File: config.mk
export PLATFORM = sky130hd
export DESIGN_NAME = card_dealer_flat
export DESIGN_NICKNAME = d
export VERILOG_FILES = /design/src/rtl/card_dealer_if.sv /design/src/rtl/card_dealer.sv /design/src/flat_wrapper.sv
export SDC_FILE = /design/constraint.sdc
export NUM_CORES = 1
export LEC_CHECK = 0
export ABC_AREA = 1
export CAP_MARGIN = 5
export CORE_MARGIN = 4
export CORE_UTILIZATION = 61
export DETAILED_ROUTE_END_ITERATION = 16
export DONT_BUFFER_PORTS = 1
export PLACE_DENSITY_LB_ADDON = 0.05
export RECOVER_POWER = 25
export SLEW_MARGIN = 20
export SYNTH_ARGS = -nofsm -noshare
export SYNTH_HDL_FRONTEND = slang
export SYNTH_SLANG_ARGS = --single-unit
File: constraint.sdc
create_clock -name clk -period 5.4 [get_ports clk]
set_clock_uncertainty 0.1 [all_clocks]
set_input_delay 0.54 -clock clk [delete_from_list [all_inputs] [get_ports clk]]
set_output_delay 0.54 -clock clk [all_outputs]
set_load 0.02 [all_outputs]
File: src/rtl/card_dealer_if.sv
//------------------------------------------------------------------------------
// card_dealer_if
//   Bundles the card_dealer control, scorer-facing beat and statistics signals.
//   master : the dealer (drives beats/statistics, receives control/results)
//   slave  : the environment (drives control and scorer results)
// Revision: 1.0 - initial release
//------------------------------------------------------------------------------
`default_nettype none

interface card_dealer_if;
  logic        start;       // begin one hand (IDLE only)
  logic        seed_load;   // load seed into LFSR (IDLE only, beats start)
  logic [15:0] seed;        // LFSR seed
  logic        win;         // scorer win flag
  logic        lose;        // scorer lose flag
  logic        out_valid;   // card/clear beat to scorer in_valid
  logic [3:0]  card;        // rank 1..13, 0 on clear beats and when quiet
  logic        busy;        // not IDLE
  logic        hand_done;   // pulse with the clear beat
  logic        hand_err;    // pulse with hand_done when no result was seen
  logic        reshuffle;   // pulse with the beat that empties the deck
  logic [5:0]  cards_left;  // undealt cards 0..52
  logic [7:0]  wins;        // saturating win count
  logic [7:0]  losses;      // saturating loss count

  modport master (
    input  start, seed_load, seed, win, lose,
    output out_valid, card, busy, hand_done, hand_err, reshuffle,
           cards_left, wins, losses
  );

  modport slave (
    output start, seed_load, seed, win, lose,
    input  out_valid, card, busy, hand_done, hand_err, reshuffle,
           cards_left, wins, losses
  );
endinterface

`default_nettype wire

File: src/rtl/card_dealer.sv
//------------------------------------------------------------------------------
// card_dealer
//   Card-stream source for the hand-scoring block. Keeps a 52-card deck as
//   per-rank counts, draws pseudo-randomly with a 16-bit LFSR, presents each
//   card as a one-cycle beat, reads back win/lose, closes each hand with a
//   clear beat (card 0) and keeps win/loss statistics.
//   Ports:
//     clk   : clock, rising edge
//     rst_n : asynchronous active-low reset
//     bus   : card_dealer_if.master (control in, beats/statistics out)
// Revision: 1.0 - initial release
//------------------------------------------------------------------------------
`default_nettype none

module card_dealer #(
  parameter int unsigned MAX_CARDS    = 11,
  parameter logic [15:0] SEED_DEFAULT = 16'hACE1
) (
  input  logic          clk,
  input  logic          rst_n,
  card_dealer_if.master bus
);

  localparam int unsigned        BEAT_W      = $clog2(MAX_CARDS + 1);
  localparam logic [BEAT_W-1:0]  C_MAX_BEATS = BEAT_W'(MAX_CARDS);

  typedef enum logic [2:0] {
    S_IDLE  = 3'd0,
    S_DRAW  = 3'd1,
    S_DEAL  = 3'd2,
    S_WAIT  = 3'd3,
    S_CLEAR = 3'd4
  } state_t;

  state_t             state_q;
  logic [15:0]        lfsr_q;
  logic [3:0]         rank_q;        // rank currently under test in DRAW
  logic [2:0]         count_q [13];  // remaining cards per rank (index = rank-1)
  logic [5:0]         cards_left_q;
  logic [7:0]         wins_q;
  logic [7:0]         losses_q;
  logic [BEAT_W-1:0]  beats_q;
  logic               out_valid_q;
  logic [3:0]         card_q;
  logic               busy_q;
  logic               hand_done_q;
  logic               hand_err_q;
  logic               reshuffle_q;

  logic [15:0]        lfsr_d;
  logic [3:0]         rank_scan_d;
  logic [3:0]         rank_idx;
  logic               rank_hit;

  // Fold a 4-bit LFSR slice onto ranks 1..13.
  function automatic logic [3:0] rank_of(input logic [3:0] c);
    return ((c >= 4'd13) ? (c - 4'd13) : c) + 4'd1;
  endfunction

  assign lfsr_d      = {lfsr_q[14:0], lfsr_q[15] ^ lfsr_q[13] ^ lfsr_q[12] ^ lfsr_q[10]};
  assign rank_scan_d = (rank_q == 4'd13) ? 4'd1 : rank_q + 4'd1;
  assign rank_idx    = rank_q - 4'd1;
  assign rank_hit    = (count_q[rank_idx] != 3'd0);

  always_ff @(posedge clk or negedge rst_n) begin
    if (!rst_n) begin
      state_q      <= S_IDLE;
      lfsr_q       <= SEED_DEFAULT;
      rank_q       <= 4'd1;
      cards_left_q <= 6'd52;
      wins_q       <= 8'd0;
      losses_q     <= 8'd0;
      beats_q      <= '0;
      out_valid_q  <= 1'b0;
      card_q       <= 4'd0;
      busy_q       <= 1'b0;
      hand_done_q  <= 1'b0;
      hand_err_q   <= 1'b0;
      reshuffle_q  <= 1'b0;
      for (int i = 0; i < 13; i++) begin
        count_q[i] <= 3'd4;
      end
    end else begin
      // Beats and pulses last exactly one cycle unless re-armed below.
      out_valid_q <= 1'b0;
      card_q      <= 4'd0;
      hand_done_q <= 1'b0;
      hand_err_q  <= 1'b0;
      reshuffle_q <= 1'b0;

      case (state_q)
        S_IDLE: begin
          if (bus.seed_load) begin
            // A zero seed would lock the LFSR at zero.
            lfsr_q <= (bus.seed == 16'd0) ? SEED_DEFAULT : bus.seed;
          end else if (bus.start) begin
            state_q <= S_DRAW;
            busy_q  <= 1'b1;
            beats_q <= '0;
            rank_q  <= rank_of(lfsr_q[3:0]);
          end
        end

        S_DRAW: begin
          if (rank_hit) begin
            count_q[rank_idx] <= count_q[rank_idx] - 3'd1;
            cards_left_q      <= cards_left_q - 6'd1;
            lfsr_q            <= lfsr_d;
            card_q            <= rank_q;
            out_valid_q       <= 1'b1;
            beats_q           <= beats_q + BEAT_W'(1);
            // Flag now so the pulse lines up with the beat that empties the deck.
            reshuffle_q       <= (cards_left_q == 6'd1);
            state_q           <= S_DEAL;
          end else begin
            // The deck is never empty here, so the scan ends within 13 cycles.
            rank_q <= rank_scan_d;
          end
        end

        S_DEAL: begin
          if (cards_left_q == 6'd0) begin
            cards_left_q <= 6'd52;
            for (int i = 0; i < 13; i++) begin
              count_q[i] <= 3'd4;
            end
          end
          state_q <= S_WAIT;
        end

        S_WAIT: begin
          if (bus.win || bus.lose || (beats_q == C_MAX_BEATS)) begin
            // Win takes precedence when both flags are set.
            if (bus.win) begin
              if (wins_q != 8'hFF) wins_q <= wins_q + 8'd1;
            end else if (bus.lose) begin
              if (losses_q != 8'hFF) losses_q <= losses_q + 8'd1;
            end else begin
              hand_err_q <= 1'b1;
            end
            out_valid_q <= 1'b1;
            hand_done_q <= 1'b1;
            state_q     <= S_CLEAR;
          end else begin
            rank_q  <= rank_of(lfsr_q[3:0]);
            state_q <= S_DRAW;
          end
        end

        S_CLEAR: begin
          busy_q  <= 1'b0;
          state_q <= S_IDLE;
        end

        default: begin
          busy_q  <= 1'b0;
          state_q <= S_IDLE;
        end
      endcase
    end
  end

  assign bus.out_valid  = out_valid_q;
  assign bus.card       = card_q;
  assign bus.busy       = busy_q;
  assign bus.hand_done  = hand_done_q;
  assign bus.hand_err   = hand_err_q;
  assign bus.reshuffle  = reshuffle_q;
  assign bus.cards_left = cards_left_q;
  assign bus.wins       = wins_q;
  assign bus.losses     = losses_q;

endmodule

`default_nettype wire

File: src/flat_wrapper.sv
// flat-port wrapper written by rule: the top's interface ports become plain ports
module card_dealer_flat 
#(
  parameter int unsigned MAX_CARDS    = 11,
  parameter logic [15:0] SEED_DEFAULT = 16'hACE1
)
  (clk, rst_n, bus_start, bus_seed_load, bus_seed, bus_win, bus_lose, bus_out_valid, bus_card, bus_busy, bus_hand_done, bus_hand_err, bus_reshuffle, bus_cards_left, bus_wins, bus_losses);
  card_dealer_if bus_i ();
  input  logic clk;
  input  logic rst_n;
  input wire logic [$bits(bus_i.start)-1:0] bus_start;
  input wire logic [$bits(bus_i.seed_load)-1:0] bus_seed_load;
  input wire logic [$bits(bus_i.seed)-1:0] bus_seed;
  input wire logic [$bits(bus_i.win)-1:0] bus_win;
  input wire logic [$bits(bus_i.lose)-1:0] bus_lose;
  output wire logic [$bits(bus_i.out_valid)-1:0] bus_out_valid;
  output wire logic [$bits(bus_i.card)-1:0] bus_card;
  output wire logic [$bits(bus_i.busy)-1:0] bus_busy;
  output wire logic [$bits(bus_i.hand_done)-1:0] bus_hand_done;
  output wire logic [$bits(bus_i.hand_err)-1:0] bus_hand_err;
  output wire logic [$bits(bus_i.reshuffle)-1:0] bus_reshuffle;
  output wire logic [$bits(bus_i.cards_left)-1:0] bus_cards_left;
  output wire logic [$bits(bus_i.wins)-1:0] bus_wins;
  output wire logic [$bits(bus_i.losses)-1:0] bus_losses;
  assign bus_i.start = bus_start;
  assign bus_i.seed_load = bus_seed_load;
  assign bus_i.seed = bus_seed;
  assign bus_i.win = bus_win;
  assign bus_i.lose = bus_lose;
  assign bus_out_valid = bus_i.out_valid;
  assign bus_card = bus_i.card;
  assign bus_busy = bus_i.busy;
  assign bus_hand_done = bus_i.hand_done;
  assign bus_hand_err = bus_i.hand_err;
  assign bus_reshuffle = bus_i.reshuffle;
  assign bus_cards_left = bus_i.cards_left;
  assign bus_wins = bus_i.wins;
  assign bus_losses = bus_i.losses;
  card_dealer #(.MAX_CARDS(MAX_CARDS), .SEED_DEFAULT(SEED_DEFAULT)) u_core (.clk(clk), .rst_n(rst_n), .bus(bus_i));
endmodule
; Word-level counts from Yosys, hierarchy flattened
; Cells that the tools add are included.
[op_classes]
n_bitwise = 6
add_sub_neg = 9
n_eq_ne = 15
magnitude_cmp = 3
n_reduce_logical = 19
mux = 47
[ops]
columns = cell, n
row1 = 2-to-1 mux 39 bit, 2
row2 = case mux 39 bit (2 select lines), 1
row3 = 2-to-1 mux 16 bit, 3
row4 = 2-to-1 mux 4 bit, 11
row5 = bitwise mux 39 bit, 1
row6 = case mux 16 bit (2 select lines), 1
row7 = 2-to-1 mux 3 bit, 7
row8 = adder 8 x 1 -> 8 bit (second input constant), 2
row9 = logical NOT 16 bit, 1
row10 = inequality test 8 bit (second input constant), 2
row11 = adder 4 x 1 -> 4 bit (second input constant), 3
row12 = binary-select mux 3 bit (select 4 bit), 1
row13 = demux 3 bit (select 4 bit), 1
row14 = 2-to-1 mux 6 bit, 2
row15 = case mux 3 bit (4 select lines), 1
row16 = case mux 4 bit (3 select lines), 1
row17 = case mux 6 bit (2 select lines), 1
row18 = AND reduction 3 bit, 4
row19 = 2-to-1 mux 1 bit, 11
row20 = inequality test 2 bit (second input constant), 5
row21 = AND reduction 5 bit, 2
row22 = equality test 4 bit (second input constant), 2
row23 = case mux 4 bit (2 select lines), 1
row24 = AND reduction 4 bit, 2
row25 = other kinds (22), 31
[word_totals]
inputBits = 22
elab_cells = 125
ff_bits = 97

; Depth between registers and ports, before layout
; Gate-level depths: netlist (run 1).
[logic_depth]
word_depth = 9
depth_mapped = 24

; Least setup slack after synthesis (run 1)
; Ideal clock, no wire load.
[synth_path]
kind = register -> register
from = register u_core.rank_q[0]
to = register u_core.count_q[3] in the netlist's numbering
path_stages_with_launch = 24
slack_ns = 1.651
setup_time_ns = 0.117
arrival_time_ns = 3.532
period_less_slack_ns = 3.749
t_required_ns = 5.183
cell_sequence = dfstp_2 > inv_1 > clkbuf_1 > buf_1 > ha_1 > clkbuf_1 > o21ai_0 > o21ai_0 > nand2_1 > nand3_1 > nand2_1 > buf_2 > ha_1 > ha_1 > nand2_2 > nand2_2 > inv_2 > nand2_2 > buf_6 > buf_6 > nor2_4 > nor2_1 > nand2_1 > nand2_1
[synth_via]
elab_chain_len = 9
[synth_rtl]
columns = element, line
row1 = start: declaration, card_dealer.sv:37  ; logic [3:0] rank_q;
row2 = start signal: assignment, card_dealer.sv:100  ; rank_q <= rank_of(lfsr_q[3:0]);
row3 = start signal: assignment, card_dealer.sv:117  ; rank_q <= rank_scan_d;
row4 = start signal: assignment, card_dealer.sv:145  ; rank_q <= rank_of(lfsr_q[3:0]);
row5 = subtractor 4 x 1 -> 4 bit *, card_dealer.sv:62  ; assign rank_idx = rank_q - 4'd1;
row6 = NOT 4 -> 5 bit (implied by the code) *, "card_dealer.sv:63, card_dealer.sv:106"
row7 = binary-select mux 3 bit (select 4 bit) (tied with other cells), "card_dealer.sv:63, card_dealer.sv:106"
row8 = 2-to-1 mux 3 bit (implied by the code) / logical AND 1 bit (equally long branches), "card_dealer.sv:63, card_dealer.sv:106"
row9 = "2-to-1 mux 3 bit, on equally long branches", "card_dealer.sv:63, card_dealer.sv:106"
row10 = subtractor 3 x 1 -> 3 bit / demux 3 bit (select 4 bit) (equally long branches), card_dealer.sv:106  ; count_q[rank_idx] <= count_q[rank_idx] - 3'd1;
row11 = bitwise mux 39 bit, card_dealer.sv:106
row12 = 2-to-1 mux 39 bit, card_dealer.sv:105  ; if (rank_hit) begin
row13 = case mux 39 bit (2 select lines), card_dealer.sv:91  ; case (state_q)
row14 = end signal: indexed assignment, card_dealer.sv:106
row15 = end: declaration, card_dealer.sv:38  ; logic [2:0] count_q [13];
; Mark *: on every way between the ends. The rest lies on a longest branch, timed or not. The select of a mux whose other input is x is not followed.
; A chain may end at the register's enable or synchronous reset.

; Worst setup path in the final report (run 1)
[layout_path]
from = register u_core.rank_q[0]
to = register u_core.count_q[1] in the netlist's numbering
; Same word-level chain as after synthesis.

==> results of run 1 <==
[synthesized netlist by cell type]
library cell	number	share of area (%)
ha_1	18	4.2
a22oi_1	2	0.28
xnor2_2	1	0.31
inv_2	7	0.50
buf_6	3	0.64
nand3_2	1	0.19
a31oi_1	3	0.35
dfrtp_1	72	34
o211ai_1	2	0.28
nor4_1	1	0.12
nor3_1	6	0.57
o21ai_0	55	5.2
xor2_1	15	2.5
xnor2_1	5	0.83
nor2_2	3	0.35
buf_4	1	0.14
clkbuf_1	10	0.71
dfstp_2	25	12
nor2_4	4	0.85
or2_2	2	0.24
nand3_1	53	5.0
clkinv_1	1	0.071
buf_1	2	0.14
nand2_2	6	0.71
buf_2	6	0.57
o21ai_1	8	0.75
o22ai_1	8	0.94
nor2_1	83	5.9
nand2_1	204	14
a21oi_1	21	2.0
o21a_1	1	0.14
o21ai_2	1	0.17
o31ai_1	1	0.14
mux2i_1	1	0.19
nand4_1	4	0.47
inv_1	54	3.8
[state kept, by name, indices dropped and copies added (netlist names), 3 cells and up]
| signal | cells |
|---|---|
| u_core.lfsr_q | 16 |
| u_core.beats_q | 4 |
| u_core.bus.losses | 8 |
| u_core.rank_q | 4 |
| u_core.bus.wins | 8 |
| u_core.bus.cards_left | 6 |
| u_core.state_q | 3 |
| u_core.bus.card | 4 |
| u_core.count_q | 39 |
[worst max-delay path, stage by stage (launching register included)]
cell and delay [ns]:
dfstp_2 0.81, inv_1 0.45, ha_1 0.68, inv_1 0.21, nor2_1 0.13, o21ai_0 0.08
nand2_1 0.11, nand2_1 0.06, nand3_1 0.07, nand2_1 0.08, ha_1 0.23, ha_1 0.24
nand2_2 0.12, nand2_2 0.11, inv_2 0.08, nand2_2 0.34, nor2_1 0.38, nor2_1 0.11
nand2_1 0.08, nand2_1 0.06
[how the worst max path moves through the flow]
stage                                  from                       endpoint  slack (ns)  cells past startpoint
3_3_place_gp   u_core.rank_q[0]$_DFFE_PN1P_  u_core.count_q[0]$_DFFE_PN0P_        0.97                     17
5_1_grt        u_core.rank_q[0]$_DFFE_PN1P_  u_core.count_q[0]$_DFFE_PN0P_        0.38                     19
6_report       u_core.rank_q[0]$_DFFE_PN1P_  u_core.count_q[1]$_DFFE_PN0P_        0.76                     19
3_5_place_dp   u_core.rank_q[0]$_DFFE_PN1P_  u_core.count_q[1]$_DFFE_PN0P_        0.83                     19
2_1_floorplan  u_core.rank_q[0]$_DFFE_PN1P_  u_core.count_q[3]$_DFFE_PN0P_        1.65                     23
4_1_cts        u_core.rank_q[0]$_DFFE_PN1P_  u_core.count_q[1]$_DFFE_PN0P_        0.81                     19
[kinds of logic after synthesis]
| family | count (synthesis) | share of synthesized area [%] |
|---|---|---|
| flops | 97 | 46.3 |
| simple gates | 367 | 28.8 |
| buf+inv | 84 | 6.58 |
| xor+xnor | 21 | 3.61 |
| fa+ha+maj | 18 | 4.25 |
| mux | 1 | 0.189 |
| compound gates | 102 | 10.2 |
[routing by layer]
layer  track usage, %  vias to the layer above  wire (um)
met5                0                        -          0
met4             9.10                        0        142
met3             5.30                       15        746
met2             38.9                      140       5550
met1             31.7                     2053       5130
li1                 -                     2197          -
[timing repair]
action | in CTS | in global routing
gates resized for setup | 0 | 0
hold buffers | 2 | 0
hold endpoints to repair | 97 | 0
[per-stage QoR]
stage / area [um2] / instances
6_report: 5560 / 792
5_1_grt: 5560 / 792
4_1_cts: 5580 / 792
3_5_place_dp: 5330 / 774
3_3_place_gp: 5330 / 774
2_1_floorplan: 5310 / 690
[power by group through the flow]
stage | Combinational (uW) | Clock [uW] | Sequential (uW)
6_report | 17.6 | 513 | 727
3_3_place_gp | 3.47 | 0 | 740
4_1_cts | 21.0 | 526 | 727
2_1_floorplan | 3.07 | 0 | 741
3_5_place_dp | 3.65 | 0 | 740
5_1_grt | 21.0 | 561 | 727
[cell type report]
| cell class | instances | area [um2] |
|---|---|---|
| fill | 697 | 2780 |
| sequential | 97 | 2460 |
| inverter | 62 | 233 |
| tap | 105 | 131 |
| timing repair buffer | 3 | 22.5 |
| clock buffer | 10 | 128 |
| clock inverter | 6 | 91.3 |
| multi-input combinational | 509 | 2500 |
==> reports/qor.csv, run 1 <==
metric,value,unit
Routed Wire Length,11600,um
dpl hpwl,8220,um
Synth Instances,690,
Pwr Total,1260,uW
Antenna Nets Post-Route,0,
Hold Crit Start,bus_win,
Ys Warns,0,
max frequency,216,MHz
final hold violation count,0,
"Setup Fix Bufs, Post-CTS",0,
Slew HR,-53.5,%
R2R depth,19,
diode count,0,
net switching power,264,uW
CTS tree,built,
num ports,53,
CP arrival,4.79,ns
ratio of final minimum period to clock period,85.8,%
post-layout util,66.7,%
Yosys reg bits,97,
vias in the first global route,4199,
Hold Path Class,in2reg,
Initial DRC Count,209,
DR vias/cell,5.56,
port bufs,0,
num rows,33,
die area,0.0103,mm2
Logic pwr share,1.4,%
Core Box Area,0.00834,mm2
Min-Delay Endpoint,u_core.bus.hand_err$_DFF_PN0_,
fraction of layout cells with a size suffix above 1,9.75,%
worst hold slack,0.126,ns
initial antenna violation count,0,
gr usage total,24.0,%
TritonRoute pass-1 iters,5,
Sw Ratio,21.0,%
pwr/cell area,226,mW/mm2
Chip Height,101,um
most frequent cells in the layout,"204 x nand2_1, 83 x nor2_1, 72 x dfrtp_1",
clk sinks,97,
Setup Total Neg Slack,0,ns
Max-Cap Viols,1,
sequential power share,57.8,%
clock-pin slew on the worst setup and hold paths,0.10,ns
CTS Buffer Depth,2,
Worst setup EP type,flip-flop,
final setup fails,0,
CTS buffer count,9,
Mapped Area,0.00531,mm2
Area Growth Syn to Fin,4.83,%
WHS Path Cells,1,
sequential share of the synthesized area,46.3,%
status,finished with violations,
largest net degree at the start of global routing,98,
internal power component,993,uW
die width,101,um
# DRC,0,
routability congestion estimate from global placement,0.900,
FF-to-FF setup slack,0.76,ns
unrepaired setup endpoints after global routing,no,
startpoint types,flip-flop,
Final #Nets,722,
root buf cell,clkbuf_8,
GRT overflow,0,
clock period minus worst slack,4.64,ns
Clk pwr share,40.8,%
Mapped Nets,730,
Worst R2R Start,u_core.rank_q[0]$_DFFE_PN1P_,
critical-path maximum fanout,29,
routed len/inst,14.6,um
dpl ws,0.828,ns
initial core utilization,63.6,%
failing checks,"max-capacitance violations, max-slew violations",
critical path class,reg2reg,
required time of the critical path,5.56,ns
Clock Latency Late Sink,0.37,ns
routed vias,4405,
Lkg Pwr,0.00280,uW
worst vdd ir,0.000137,V
Least-Margin Pin Slew,2.30,ns
syn avg cell area,7.69,um2
Critical R2R Capture,u_core.count_q[1]$_DFFE_PN0P_,
Worst Slack Setup Final,0.764,ns
"commonest non-fill, non-tap cell in the layout",nand2_1,
first-pass GRT wire length,19700,um
CTS HTree Levels,3,
synth unique cells,36,
final count of pins violating max slew,98,
Note: power is estimated with default switching activity, not from simulation.
==> run 2: changes to the inputs <==
- BUFFER_PORTS_ARGS: default -> -buffer_cell sky130_fd_sc_hd__buf_2
- CORE_UTILIZATION: 61 -> 40
- DONT_BUFFER_PORTS: 1 -> default
==> reports/qor.csv, run 2 (synthesis gave the netlist of run 1 again) <==
metric,value,unit,change
required time of the critical path,5.53,ns,-0.03 ns
Biggest register,u_core.count_q,,
CTS buffer count,9,,unchanged
Setup Total Neg Slack,0,ns,unchanged
Final Instance Area,0.00596,mm2,+7.1%
"Setup Fix Bufs, Post-CTS",0,,unchanged
final hold violation count,0,,unchanged
"commonest non-fill, non-tap cell in the layout",nand2_1,,
TritonRoute pass-1 iters,5,,unchanged
worst hold slack,0.284,ns,+0.158 ns
worst vdd ir,0.000119,V,-13%
Worst setup EP type,flip-flop,,
root buf cell,clkbuf_16,,
CP arrival,4.40,ns,-0.39 ns
Reg area,0.00246,mm2,unchanged
CTS Buffer Depth,2,,unchanged
CTS Hold Bufs,0,,-2
pwr/cell area,228,mW/mm2,+0.74%
Routed Wire Length,13200,um,+14%
Lkg Pwr,0.00305,uW,+9.0%
die area,0.0152,mm2,+48%
final count of pins violating max slew,56,,-43%
unrepaired setup endpoints after global routing,no,,
ratio of final minimum period to clock period,79.0,%,-6.8 points
clock-pin slew on the worst setup and hold paths,0.06,ns,-0.04 ns
DR vias/cell,5.00,,-10%
# DRC,0,,unchanged
Least-Margin Pin Slew,2.91,ns,+0.609 ns
failing checks,"max-capacitance violations, max-slew violations",,
gr usage total,18.7,%,-5.3 points
Largest regs,"u_core.count_q x39, u_core.lfsr_q x16",,
post-cts resize count,0,,unchanged
clock period minus worst slack,4.27,ns,-0.369 ns
num rows,41,,+24%
startpoint types,flip-flop,,
Clock Latency Late Sink,0.35,ns,-0.02 ns
Initial DRC Count,304,,+45%
initial core utilization,41.4,%,-22 points
die width,123,um,+22%
GRT overflow,0,,unchanged
critical-path maximum fanout,17,,-41%
most frequent cells in the layout,"204 x nand2_1, 84 x nor2_1, 72 x dfrtp_1",,
critical path class,reg2reg,,
net switching power,309,uW,+17%
sequential power share,53.6,%,-4.2 points
Logic pwr share,2.0,%,+0.6 points
clk sinks,97,,unchanged
Slew HR,-94.2,%,-41 points
routed len/inst,14.5,um,-0.70%
num ports,53,,unchanged
vias in the first global route,4473,,+6.5%
CTS HTree Levels,3,,unchanged
Clk pwr share,44.4,%,+3.6 points
fraction of layout cells with a size suffix above 1,16.0,%,+6.2 points
Final #Nets,774,,+7.2%
largest net degree at the start of global routing,56,,-43%
Max-Cap Viols,1,,unchanged
routability congestion estimate from global placement,0.908,,+0.88%
Area Growth Syn to Fin,12.3,%,
initial antenna violation count,0,,unchanged
dpl hpwl,9340,um,+14%
max reg flops,39,,unchanged
routed vias,4555,,+3.4%
diode count,0,,unchanged
Sw Ratio,22.8,%,+1.8 points
Hold Path Class,in2reg,,
Multi-input gate area,0.00249,mm2,-0.10%
port bufs,52,,+52
# fillers,1310,,+88%
Chip Height,123,um,+22%
first-pass GRT wire length,22300,um,+13%
status,finished with violations,,
max frequency,234,MHz,+8.7%
CTS tree,built,,
Placed Area,0.00569,mm2,+6.8%
Antenna Nets Post-Route,0,,unchanged
final setup fails,0,,unchanged
internal power component,1050,uW,+5.5%
Core Box Area,0.0128,mm2,+54%
[run 2: power groups by stage]
stage	Clock [uW]	Combinational, uW	Sequential [uW]
after global routing	652	31.9	727
after detailed placement	0	29.1	740
after CTS	621	29.1	727
after floorplan	0	3.07	741
final	603	27.1	727
after global placement	0	28.6	740
[run 2: stage by stage]
stage	utilization, %	worst slack (ns)	power, uW	std cells
global placement	44.4	1.29	769	895
CTS	46.5	1.12	1380	911
global route	46.4	0.667	1410	911
detailed placement	44.4	1.16	769	895
finish	46.4	1.13	1360	911
floorplan	-	1.65	744	690
[run 2: layout make-up]
class	count	area share, %
multi-input cells	509	41.9
flip-flops and latches	97	41.3
repair buffers	55	4.73
inverters	62	3.91
clock buffers	10	3.84
well taps	172	3.61
clock inverters	6	0.756
[run 2: critical path: stages, from the launching register on]
cell     delay [ns]
dfrtp_1        0.47
inv_1          0.16
ha_1           0.53
inv_1          0.20
nor2_1         0.13
o21ai_0        0.08
nand2_1        0.07
nand2_1        0.05
nand3_1        0.07
nand2_1        0.37
ha_1           0.40
ha_1           0.23
nand2_2        0.13
nand2_2        0.11
nor2_4         0.19
nand2_2        0.28
inv_2          0.32
nor2_1         0.10
nand2_1        0.07
nand2_1        0.05
[run 2: worst paths after layout]
kind	start	end	slack [ns]	depth (start not counted)
min in group asynchronous	rst_n	u_core.bus.wins[2]$_DFFE_PN0P_	1.03	1
min	bus_win	u_core.bus.hand_err$_DFF_PN0_	0.28	2
max in group asynchronous	rst_n	u_core.lfsr_q[10]$_DFFE_PN1P_	2.38	2
min reg2reg	u_core.lfsr_q[11]$_DFFE_PN1P_	u_core.lfsr_q[11]$_DFFE_PN1P_	0.37	2
max	u_core.rank_q[1]$_DFFE_PN0P_	u_core.count_q[0]$_DFFE_PN0P_	1.13	19
max reg2reg	u_core.rank_q[1]$_DFFE_PN0P_	u_core.count_q[0]$_DFFE_PN0P_	1.13	19
[run 2: per-layer routing]
metal  GRT usage (%)  wire, um  share of wire, %  vias up
li1                -         -                 -     2299
met1            24.8      6140                46     2124
met2            30.7      6280                47      116
met3            3.20       567               4.3       16
met4            7.20       234               1.8        0
met5               0         0                 0        -
==> run 3: changes to the inputs <==
- clock period: 5.4 -> 4.1 ns (I/O delays scaled with it)
==> reports/qor.csv, run 3 (synthesis gave the netlist of run 1 again) <==
metric,value,unit,change
status,finished with violations,,
post-layout util,46.8,%,+0.33 points
critical path class,reg2reg,,
Worst R2R Start,u_core.rank_q[1]$_DFFE_PN0P_,,
gr usage total,18.8,%,+0.092 points
largest net degree at the start of global routing,74,,+32%
net switching power,411,uW,+33%
Biggest register,u_core.count_q,,
internal power component,1380,uW,+32%
clock-pin slew on the worst setup and hold paths,0.07,ns,about the same
initial antenna violation count,0,,unchanged
Worst setup EP type,flip-flop,,
final count of pins violating max slew,74,,+32%
Sw Ratio,22.9,%,+0.14 points
"commonest non-fill, non-tap cell in the layout",nand2_1,,
crit path from,u_core.rank_q[1]$_DFFE_PN0P_,,
Hold Path Class,in2reg,,
CP arrival,3.83,ns,-0.57 ns
routability congestion estimate from global placement,0.896,,-1.3%
Max-Cap Viols,1,,unchanged
Clock Latency Late Sink,0.35,ns,about the same
most frequent cells in the layout,"204 x nand2_1, 81 x nor2_1, 72 x dfrtp_1",,
GRT overflow,0,,unchanged
crit-path cells,"inv_1, ha_1, xnor2_2, inv_2, nor2_2, nand2_1, o21ai_0, nor3_1, ha_1, ha_1, nand2_2, nand2_2, nor2_4, nand2_2, clkinv_2, nor2_1, nand2_1, nand2_1",,
Slew HR,-25.6,%,+69 points
Pwr Total,1790,uW,+32%
cell total after placement,899,,+0.45%
TritonRoute pass-1 iters,5,,unchanged
Setup Total Neg Slack,0,ns,unchanged
pwr/cell area,299,mW/mm2,+31%
Lkg Pwr,0.00308,uW,+0.85%
required time of the critical path,4.24,ns,-1.29 ns
clock period minus worst slack,3.69,ns,-0.578 ns
Least-Margin Pin Slew,1.88,ns,-1.03 ns
CTS tree,built,,
first-pass GRT wire length,22400,um,+0.71%
die area,0.0152,mm2,unchanged
# DRC,0,,unchanged
Chip Height,123,um,unchanged
Logic pwr share,2.1,%,about the same
root buf cell,clkbuf_16,,
worst vdd ir,0.000210,V,+77%
Min-Delay Endpoint,u_core.bus.hand_err$_DFF_PN0_,,
Antenna Nets Post-Route,0,,unchanged
Critical R2R Capture,u_core.count_q[36]$_DFFE_PN0P_,,
final setup fails,0,,unchanged
CTS HTree Levels,3,,unchanged
CTS Buffer Depth,2,,unchanged
max frequency,271,MHz,+16%
Max stage delay on crit path,0.45,ns,-0.08 ns
num rows,41,,unchanged
startpoint types,flip-flop,,
worst hold slack,0.139,ns,-0.145 ns
Largest regs,"u_core.count_q x39, u_core.lfsr_q x16",,
max reg flops,39,,unchanged
failing checks,"max-capacitance violations, max-slew violations",,
final cell count without fillers,915,,+0.44%
dpl hpwl,9390,um,+0.48%
slowest cell on the critical path,dfrtp_1,,
Core Box Area,0.0128,mm2,unchanged
CTS buffer count,9,,unchanged
ratio of final minimum period to clock period,90.0,%,+11 points
FF-to-FF setup slack,0.41,ns,-0.72 ns
vias in the first global route,4498,,+0.56%
sequential power share,53.4,%,-0.2 points
"Setup Fix Bufs, Post-CTS",0,,unchanged
Hold Crit Start,bus_lose,,
die width,123,um,unchanged
fraction of layout cells with a size suffix above 1,17.0,%,+0.99 points
Clk pwr share,44.5,%,about the same
initial core utilization,41.4,%,unchanged
critical-path maximum fanout,17,,unchanged
num ports,53,,unchanged
clk sinks,97,,unchanged
WHS Path Cells,2,,unchanged
Area Growth Syn to Fin,13.1,%,
Routed Wire Length,13300,um,+0.79%
R2R depth,18,,-1
diode count,0,,unchanged
DR vias/cell,5.02,,+0.44%
final hold violation count,0,,unchanged
port bufs,52,,unchanged
routed vias,4595,,+0.88%
routed len/inst,14.6,um,+0.35%
unrepaired setup endpoints after global routing,no,,
Final #Nets,778,,+0.52%
Initial DRC Count,296,,-2.6%
-- run 3: cell types whose count changed in the layout (fill, tap and decap cells not counted), moves of 2 or more --
cell | previous run | this run
nor2_2 | 2 | 5
clkinv_4 | 2 | 0
buf_4 | 3 | 7
nor2_1 | 84 | 81
inv_6 | 0 | 2
clkinv_2 | 1 | 3
-- run 3: power groups by stage --
stage	registers [uW]	logic [uW]	clock network [uW]
after floorplan	975	4.04	0
after global placement	975	38.9	0
after detailed placement	975	39.3	0
after CTS	957	39.5	830
after global routing	957	44.1	868
final	958	37.0	798
-- run 3: how the worst max path moves through the flow --
stage | to | cells past startpoint
finish | u_core.count_q[36]$_DFFE_PN0P_ | 18
global route | u_core.count_q[30]$_DFFE_PN0P_ | 18
CTS | u_core.count_q[36]$_DFFE_PN0P_ | 18
detailed placement | u_core.count_q[31]$_DFFE_PN0P_ | 18
global placement | u_core.count_q[30]$_DFFE_PN0P_ | 18
floorplan | u_core.count_q[3]$_DFFE_PN0P_ | 23
-- run 3: area by class of cell --
type                       instances  area (um2)
timing repair buffer              59         313
multi-input combinational        509        2510
sequential                        97        2460
fill                            1272        6830
clock buffer                      10         229
tap                              172         215
inverter                          62         234
clock inverter                     6        42.5
-- run 3: timing repair --
item | in CTS | in global routing
resized for setup | 0 | 4
endpoints found under the setup margin | 0 | 9
hold buffers | 0 | 0
-- run 3: routing by layer --
| layer | vias up | wire [um] | GRT usage, % |
|---|---|---|---|
| met3 | 14 | 564 | 3.61 |
| met4 | 0 | 172 | 4.91 |
| met1 | 2179 | 6170 | 25.0 |
| met5 | - | 0 | 0 |
| met2 | 96 | 6420 | 31.6 |
| li1 | 2306 | - | - |
-- run 3: metrics by stage --
stage | setup WS [ns] | area (um2)
after floorplan | 0.351 | 5310
after global placement | 0.412 | 5720
after detailed placement | 0.383 | 5720
after CTS | 0.360 | 5990
after global routing | 0.0610 | 6000
final | 0.412 | 6000
-- run 3: worst max-delay path: cells and delay by family (launching register included) --
kind,cells,cell delay [ns]
DFF,1,0.45
and+or+nand+nor,10,1.41
adders and majority gates,3,0.69
xor gates and xnor gates,1,0.25
buffers and inverters,3,0.58
AOI/OAI and AO/OA,1,0.08
